**src/rtl/int_divider_pkg.sv**
```systemverilog
// Shared definitions for the 2432 execute-stage divider: opcodes, FSM states, width.
package int_divider_pkg;

    localparam int unsigned DIV_WIDTH = 32;

    typedef enum logic [0:0] {
        DIV,
        DIVS
    } div_op_e;

    typedef enum logic [1:0] {
        DIV_IDLE,
        DIV_RUN,
        DIV_FIX
    } div_state_e;

endpackage

```
**src/rtl/int_divider_div_step.sv**
```systemverilog
// One combinational restoring-division step: shift in the dividend MSB, trial-subtract.
module div_step #(
    parameter int unsigned WIDTH = 32
) (
    input  logic [WIDTH-1:0] i_rem,
    input  logic             i_msb,
    input  logic [WIDTH-1:0] i_divisor,
    output logic [WIDTH-1:0] o_rem,
    output logic             o_qbit
);

    logic [WIDTH:0] w_shift;
    logic [WIDTH:0] w_diff;

    // 33-bit trial subtraction; the top bit is the borrow, so r' >= b exactly when it is clear
    assign w_shift = {i_rem, i_msb};
    assign w_diff  = w_shift - {1'b0, i_divisor};
    assign o_qbit  = ~w_diff[WIDTH];
    assign o_rem   = o_qbit ? w_diff[WIDTH-1:0] : w_shift[WIDTH-1:0];

endmodule

```
**src/rtl/int_divider.sv**
```systemverilog
// Iterative signed/unsigned divider: one restoring step per clock, sign fix in a final cycle.
module int_divider
    import int_divider_pkg::*;
#(
    parameter int unsigned WIDTH = DIV_WIDTH
) (
    input  logic             clk,
    input  logic             reset,
    input  logic             start,
    input  logic             signed_op,
    input  logic [WIDTH-1:0] din_a,
    input  logic [WIDTH-1:0] din_b,
    output logic             busy,
    output logic             done,
    output logic [WIDTH-1:0] quotient,
    output logic [WIDTH-1:0] remainder,
    output logic             dbz,
    output logic             vout
);

    localparam int unsigned CW = $clog2(WIDTH) + 1;

    div_state_e       r_state, w_next;
    logic             w_accept;
    logic [WIDTH-1:0] r_acc;
    logic [WIDTH-1:0] r_div;
    logic [WIDTH-1:0] r_rem;
    logic [CW-1:0]    r_cnt;
    logic             r_q_neg, r_r_neg, r_ovf, r_bypass;
    logic             r_busy, r_done, r_dbz, r_vout;
    logic [WIDTH-1:0] r_quotient, r_remainder;
    logic [WIDTH-1:0] w_a_mag, w_b_mag;
    logic [WIDTH-1:0] w_step_rem;
    logic             w_qbit;
    logic             w_b_zero;

    assign w_b_zero = (din_b == '0);
    assign w_a_mag  = (signed_op && din_a[WIDTH-1]) ? -din_a : din_a;
    assign w_b_mag  = (signed_op && din_b[WIDTH-1]) ? -din_b : din_b;

    div_step #(.WIDTH(WIDTH)) u_step (
        .i_rem     (r_rem),
        .i_msb     (r_acc[WIDTH-1]),
        .i_divisor (r_div),
        .o_rem     (w_step_rem),
        .o_qbit    (w_qbit)
    );

    always_comb begin
        w_next   = r_state;
        w_accept = 1'b0;
        case (r_state)
            DIV_IDLE: begin
                if (start) begin
                    w_accept = 1'b1;
                    w_next   = w_b_zero ? DIV_FIX : DIV_RUN;
                end
            end
            DIV_RUN: begin
                if (r_cnt == CW'(WIDTH - 1)) w_next = DIV_FIX;
            end
            DIV_FIX:  w_next = DIV_IDLE;
            default:  w_next = DIV_IDLE;
        endcase
    end

    // r_acc holds the dividend on accept and fills with quotient bits as it shifts out
    always_ff @(posedge clk or posedge reset) begin
        if (reset) begin
            r_state     <= DIV_IDLE;
            r_acc       <= '0;
            r_div       <= '0;
            r_rem       <= '0;
            r_cnt       <= '0;
            r_q_neg     <= 1'b0;
            r_r_neg     <= 1'b0;
            r_ovf       <= 1'b0;
            r_bypass    <= 1'b0;
            r_busy      <= 1'b0;
            r_done      <= 1'b0;
            r_dbz       <= 1'b0;
            r_vout      <= 1'b0;
            r_quotient  <= '0;
            r_remainder <= '0;
        end else begin
            r_state <= w_next;
            r_done  <= 1'b0;
            case (r_state)
                DIV_IDLE: begin
                    if (w_accept) begin
                        r_busy   <= 1'b1;
                        r_dbz    <= 1'b0;
                        r_vout   <= 1'b0;
                        r_cnt    <= '0;
                        r_rem    <= '0;
                        r_bypass <= w_b_zero;
                        r_acc    <= w_b_zero ? din_a : w_a_mag;
                        r_div    <= w_b_mag;
                        r_q_neg  <= signed_op & (din_a[WIDTH-1] ^ din_b[WIDTH-1]);
                        r_r_neg  <= signed_op & din_a[WIDTH-1];
                        r_ovf    <= signed_op && (din_a == {1'b1, {(WIDTH-1){1'b0}}})
                                    && (din_b == '1);
                    end
                end
                DIV_RUN: begin
                    r_rem <= w_step_rem;
                    r_acc <= {r_acc[WIDTH-2:0], w_qbit};
                    r_cnt <= r_cnt + CW'(1);
                end
                DIV_FIX: begin
                    r_busy <= 1'b0;
                    r_done <= 1'b1;
                    if (r_bypass) begin
                        r_quotient  <= '1;
                        r_remainder <= r_acc;
                        r_dbz       <= 1'b1;
                        r_vout      <= 1'b0;
                    end else begin
                        r_quotient  <= r_q_neg ? -r_acc : r_acc;
                        r_remainder <= r_r_neg ? -r_rem : r_rem;
                        r_dbz       <= 1'b0;
                        r_vout      <= r_ovf;
                    end
                end
                default: ;
            endcase
        end
    end

    assign busy      = r_busy;
    assign done      = r_done;
    assign quotient  = r_quotient;
    assign remainder = r_remainder;
    assign dbz       = r_dbz;
    assign vout      = r_vout;

endmodule

```
**config.mk**
```make
export PLATFORM = sky130hd
export DESIGN_NAME = int_divider
export DESIGN_NICKNAME = d
export VERILOG_FILES = /design/src/rtl/int_divider_pkg.sv /design/src/rtl/int_divider_div_step.sv /design/src/rtl/int_divider.sv
export SDC_FILE = /design/constraint.sdc
export NUM_CORES = 1
export LEC_CHECK = 0
export CORE_MARGIN = 3
export CORE_UTILIZATION = 40
export CTS_BUF_LIST = sky130_fd_sc_hd__clkbuf_8
export CTS_CLUSTER_DIAMETER = 100
export DETAILED_ROUTE_END_ITERATION = 10
export PLACE_DENSITY = 0.63
export SETUP_SLACK_MARGIN = 0.1
export SYNTH_ARGS = -nofsm -noshare
export SYNTH_HDL_FRONTEND = slang
export SYNTH_HIERARCHICAL = 1
export SYNTH_SLANG_ARGS = --single-unit
```
**constraint.sdc**
```tcl
create_clock -name clk -period 16.3 [get_ports clk]
set_input_delay 3.26 -clock clk [delete_from_list [all_inputs] [get_ports clk]]
set_output_delay 3.26 -clock clk [all_outputs]
set_load 0.1 [all_outputs]
```
==> flow_metrics.py <==
metrics = {
    "outcome": {
        "status": "finished clean",
    },
    "placed_design": {
        "gp_congestion": 0.908,
        "place_ws_ns": 9.69,
        "port_buffers": 135,
        "dp_hpwl_um": 26600,
    },
    "clock_tree": {
        "cts_root_buf": "clkbuf_8",
        "clock_latency_ns": 0.48,
        "cts-resized-gates": 0,
        "cts_tree": "built",
        "clk_pin_slew_worst_paths_ns": 0.10,
        "clock_sinks": 176,
        "cts_setup_buffers": 0,
        "cts_hold_buf": 0,
        "h-tree-depth": 4,
        "ctsLongestPathBuffers": 2,
        "cts-buffers-inserted": 17,
    },
    "timing": {
        "clock_skew_ns": 0.0166,
        "fmax_ghz": 0.163,
        "hold_viol": 0,
        "setup_viol": 0,
        "worstMarginPinSlew_ns": 1.15,
        "finalCritPeriodShare": 0.377,
        "setup_slack_ns": 10.16,
        "finalSetupTns_ns": 0,
        "final.min_clock_period_ns": 6.14,
        "maxSlewHeadroom": 0.229,
        "finalMaxSlewViolations": 0,
        "rsz0062_at_grt": "no",
    },
    "layout": {
        "syn_to_final_growth_pct": 16.7,
        "fillers": 2823,
        "antennaDiodeCount": 0,
        "drive_gt1_frac": 0.0642,
        "final_util": 0.480,
        "final_nets": 1543,
    },
    "pwr": {
        "vdd_drop_max_mv": 0.134,
        "power_density_nw_per_um2": 207,
        "p_leak_nw": 5.73,
    },
    "global_routing": {
        "grt_util_all_layers": 0.227,
        "overflow": 0,
        "grt_max_degree": 75,
        "antenna_found_initial": 0,
        "first_global_vias": 10210,
        "grt_first_pass_wirelength_um": 57200,
    },
    "floorplanning": {
        "die_y_um": 179,
        "start_util": 0.411,
        "rows": 62,
        "dieArea_sq_um": 31900,
        "design.core.area_sq_um": 29000,
        "io-pin-count": 136,
        "die_w_um": 179,
    },
    "critical_path": {
        "cp.required_ns": 16.66,
        "regToRegSetupSlack_ns": 11.94,
        "rr_worst_depth": 15,
        "cp-start-kind": "primary input",
        "end_kind": "flop",
        "crit_arrival_ns": 6.51,
        "path_max_fanout": 24,
        "criticalPathCategory": "in2reg",
    },
    "detailed_routing": {
        "drtIter0Drc": 905,
        "vias": 10796,
        "postRouteAntennaNets": 0,
        "wirelength_um": 36300,
        "drc": 0,
        "firstDrtPassIters": 6,
        "avgRoutedWirePerCell_um": 19.8,
        "vias_per_cell": 5.89,
    },
    "synthesis": {
        "syn_nets": 1469,
        "yosys-top-cells-area": "dfrtp_1 37%, xor2_1 6.5%, o21ai_0 5.8%",
        "netlist.area_leader.share": 0.369,
        "async_reset_ff_frac": 1.00,
        "yosysMostFrequentCell": "dfrtp_1",
        "yosysSeqAreaShare": 0.369,
        "synth_ff_type": "dfrtp_1",
        "synthAdderAreaFrac": 0.0415,
        "syn_avg_cell_area_sq_um": 8.76,
        "ys_types": 74,
        "synth-simple-area-share": 0.164,
        "synth_edf_count": 0,
        "syn_area_sq_um": 11900,
        "yosys.area.top_type": "dfrtp_1",
        "syn_inst": 1362,
        "synth_mux_area_frac": 0.0409,
        "synth_common_cells": "176 x dfrtp_1, 138 x o21ai_0, 116 x nand2_1",
        "synth.ff_latch_count": 176,
        "synth_top_family_by_area": "compound AO/OA/AOI/OAI gates",
        "yosys_warnings": 6,
        "synth-compound-area-share": 0.232,
        "synthXorXnorAreaFrac": 0.106,
    },
    "hold_path": {
        "hp-class": "reg2reg",
        "whs_path_depth": 2,
    },
    "job": {
        "drv_cap": 0,
    },
}
==> where the power goes <==
group	leakage, nW	internal [W]	switching (W)	total [W]
clock	0.204	0.000130	0.000188	0.000318
combinational	3.32	0.000823	0.000896	0.00172
sequential	2.21	0.000578	0.000269	0.000848
==> final cells by class <==
| type | instances | area [sq um] | area share |
|---|---|---|---|
| Sequential cell | 176 | 4400 | 0.316 |
| Clock buffer | 17 | 234 | 0.0168 |
| Clock inverter | 15 | 171 | 0.0123 |
| Inverter | 52 | 200 | 0.0144 |
| Timing Repair Buffer | 146 | 1430 | 0.103 |
| Tap cell | 384 | 480 | 0.0345 |
| Multi-Input combinational cell | 1043 | 6990 | 0.502 |
==> cells by family (layout without fill, tap and decap cells) <==
kind of cell               Yosys count  in the layout
AOI/OAI and AO/OA                  439            439
xor gates and xnor gates           144            144
adders and majority gates           39             39
buffers and inverters              143            230
DFF                                176            176
muxes                               39             39
and+or+nand+nor                    382            382
==> flip-flops by register name (all words and copies together) (netlist names), 2 cells and up <==
register   count
r_rem         32
remainder     32
r_cnt          6
r_div         32
r_state        2
quotient      32
r_acc         32
==> per-stage QoR <==
| step | std cells | instance area [sq um] | hold slack, ns | total power (W) |
|---|---|---|---|---|
| after floorplan | 1362 | 11900 | 0.446 | 0.00215 |
| after global placement | 1801 | 13500 | 0.454 | 0.00252 |
| after detailed placement | 1801 | 13500 | 0.457 | 0.00255 |
| after CTS | 1833 | 13900 | 0.482 | 0.00287 |
| after global routing | 1833 | 13900 | 0.502 | 0.00310 |
| final | 1833 | 13900 | 0.479 | 0.00288 |
==> worst max-delay path: stages <==
cell             delay [ns]
clkdlybuf4s50_1        0.51
inv_1                  0.13
ha_1                   0.19
or4b_1                 0.57
nor4_2                 0.36
nand3_1                0.75
a21oi_1                0.35
a31oi_1                0.06
a221oi_1               0.33
==> cells in the final DEF, fill, tap and decap left out, types with 19 or more instances in the layout <==
cell / netlist / routed
a21oi_1: 100 / 100
a22oi_1: 22 / 22
xor2_1: 89 / 89
mux2_4: 19 / 19
nor4_1: 22 / 22
nand3_1: 38 / 37
o21ai_0: 138 / 137
ha_1: 38 / 38
or3_1: 19 / 19
dfrtp_1: 176 / 176
xnor2_1: 55 / 55
inv_1: 50 / 49
a22o_1: 31 / 31
o31ai_1: 21 / 21
clkdlybuf4s50_1: 0 / 135
or4_1: 20 / 20
nand2_1: 116 / 115
nor2_1: 75 / 72
==> metal layers <==
metal	up-vias	wire, um	global-route usage
met5	-	0	0
met4	0	569	0.0503
met3	30	2520	0.0375
met2	402	16000	0.343
met1	5236	17200	0.341
li1	5128	-	-
==> path summary, 6_finish.rpt <==
path / start / to
max reg2reg: r_acc[31]$_DFFE_PP0P_ / r_rem[3]$_DFFE_PP0P_
min in group asynchronous: reset / r_rem[17]$_DFFE_PP0P_
max: din_b[0] / r_acc[1]$_DFFE_PP0P_
min: remainder[20]$_DFFE_PP0P_ / remainder[20]$_DFFE_PP0P_
max in group asynchronous: reset / quotient[31]$_DFFE_PP0P_
min reg2reg: remainder[20]$_DFFE_PP0P_ / remainder[20]$_DFFE_PP0P_
Power figures use the tool's default switching activity.
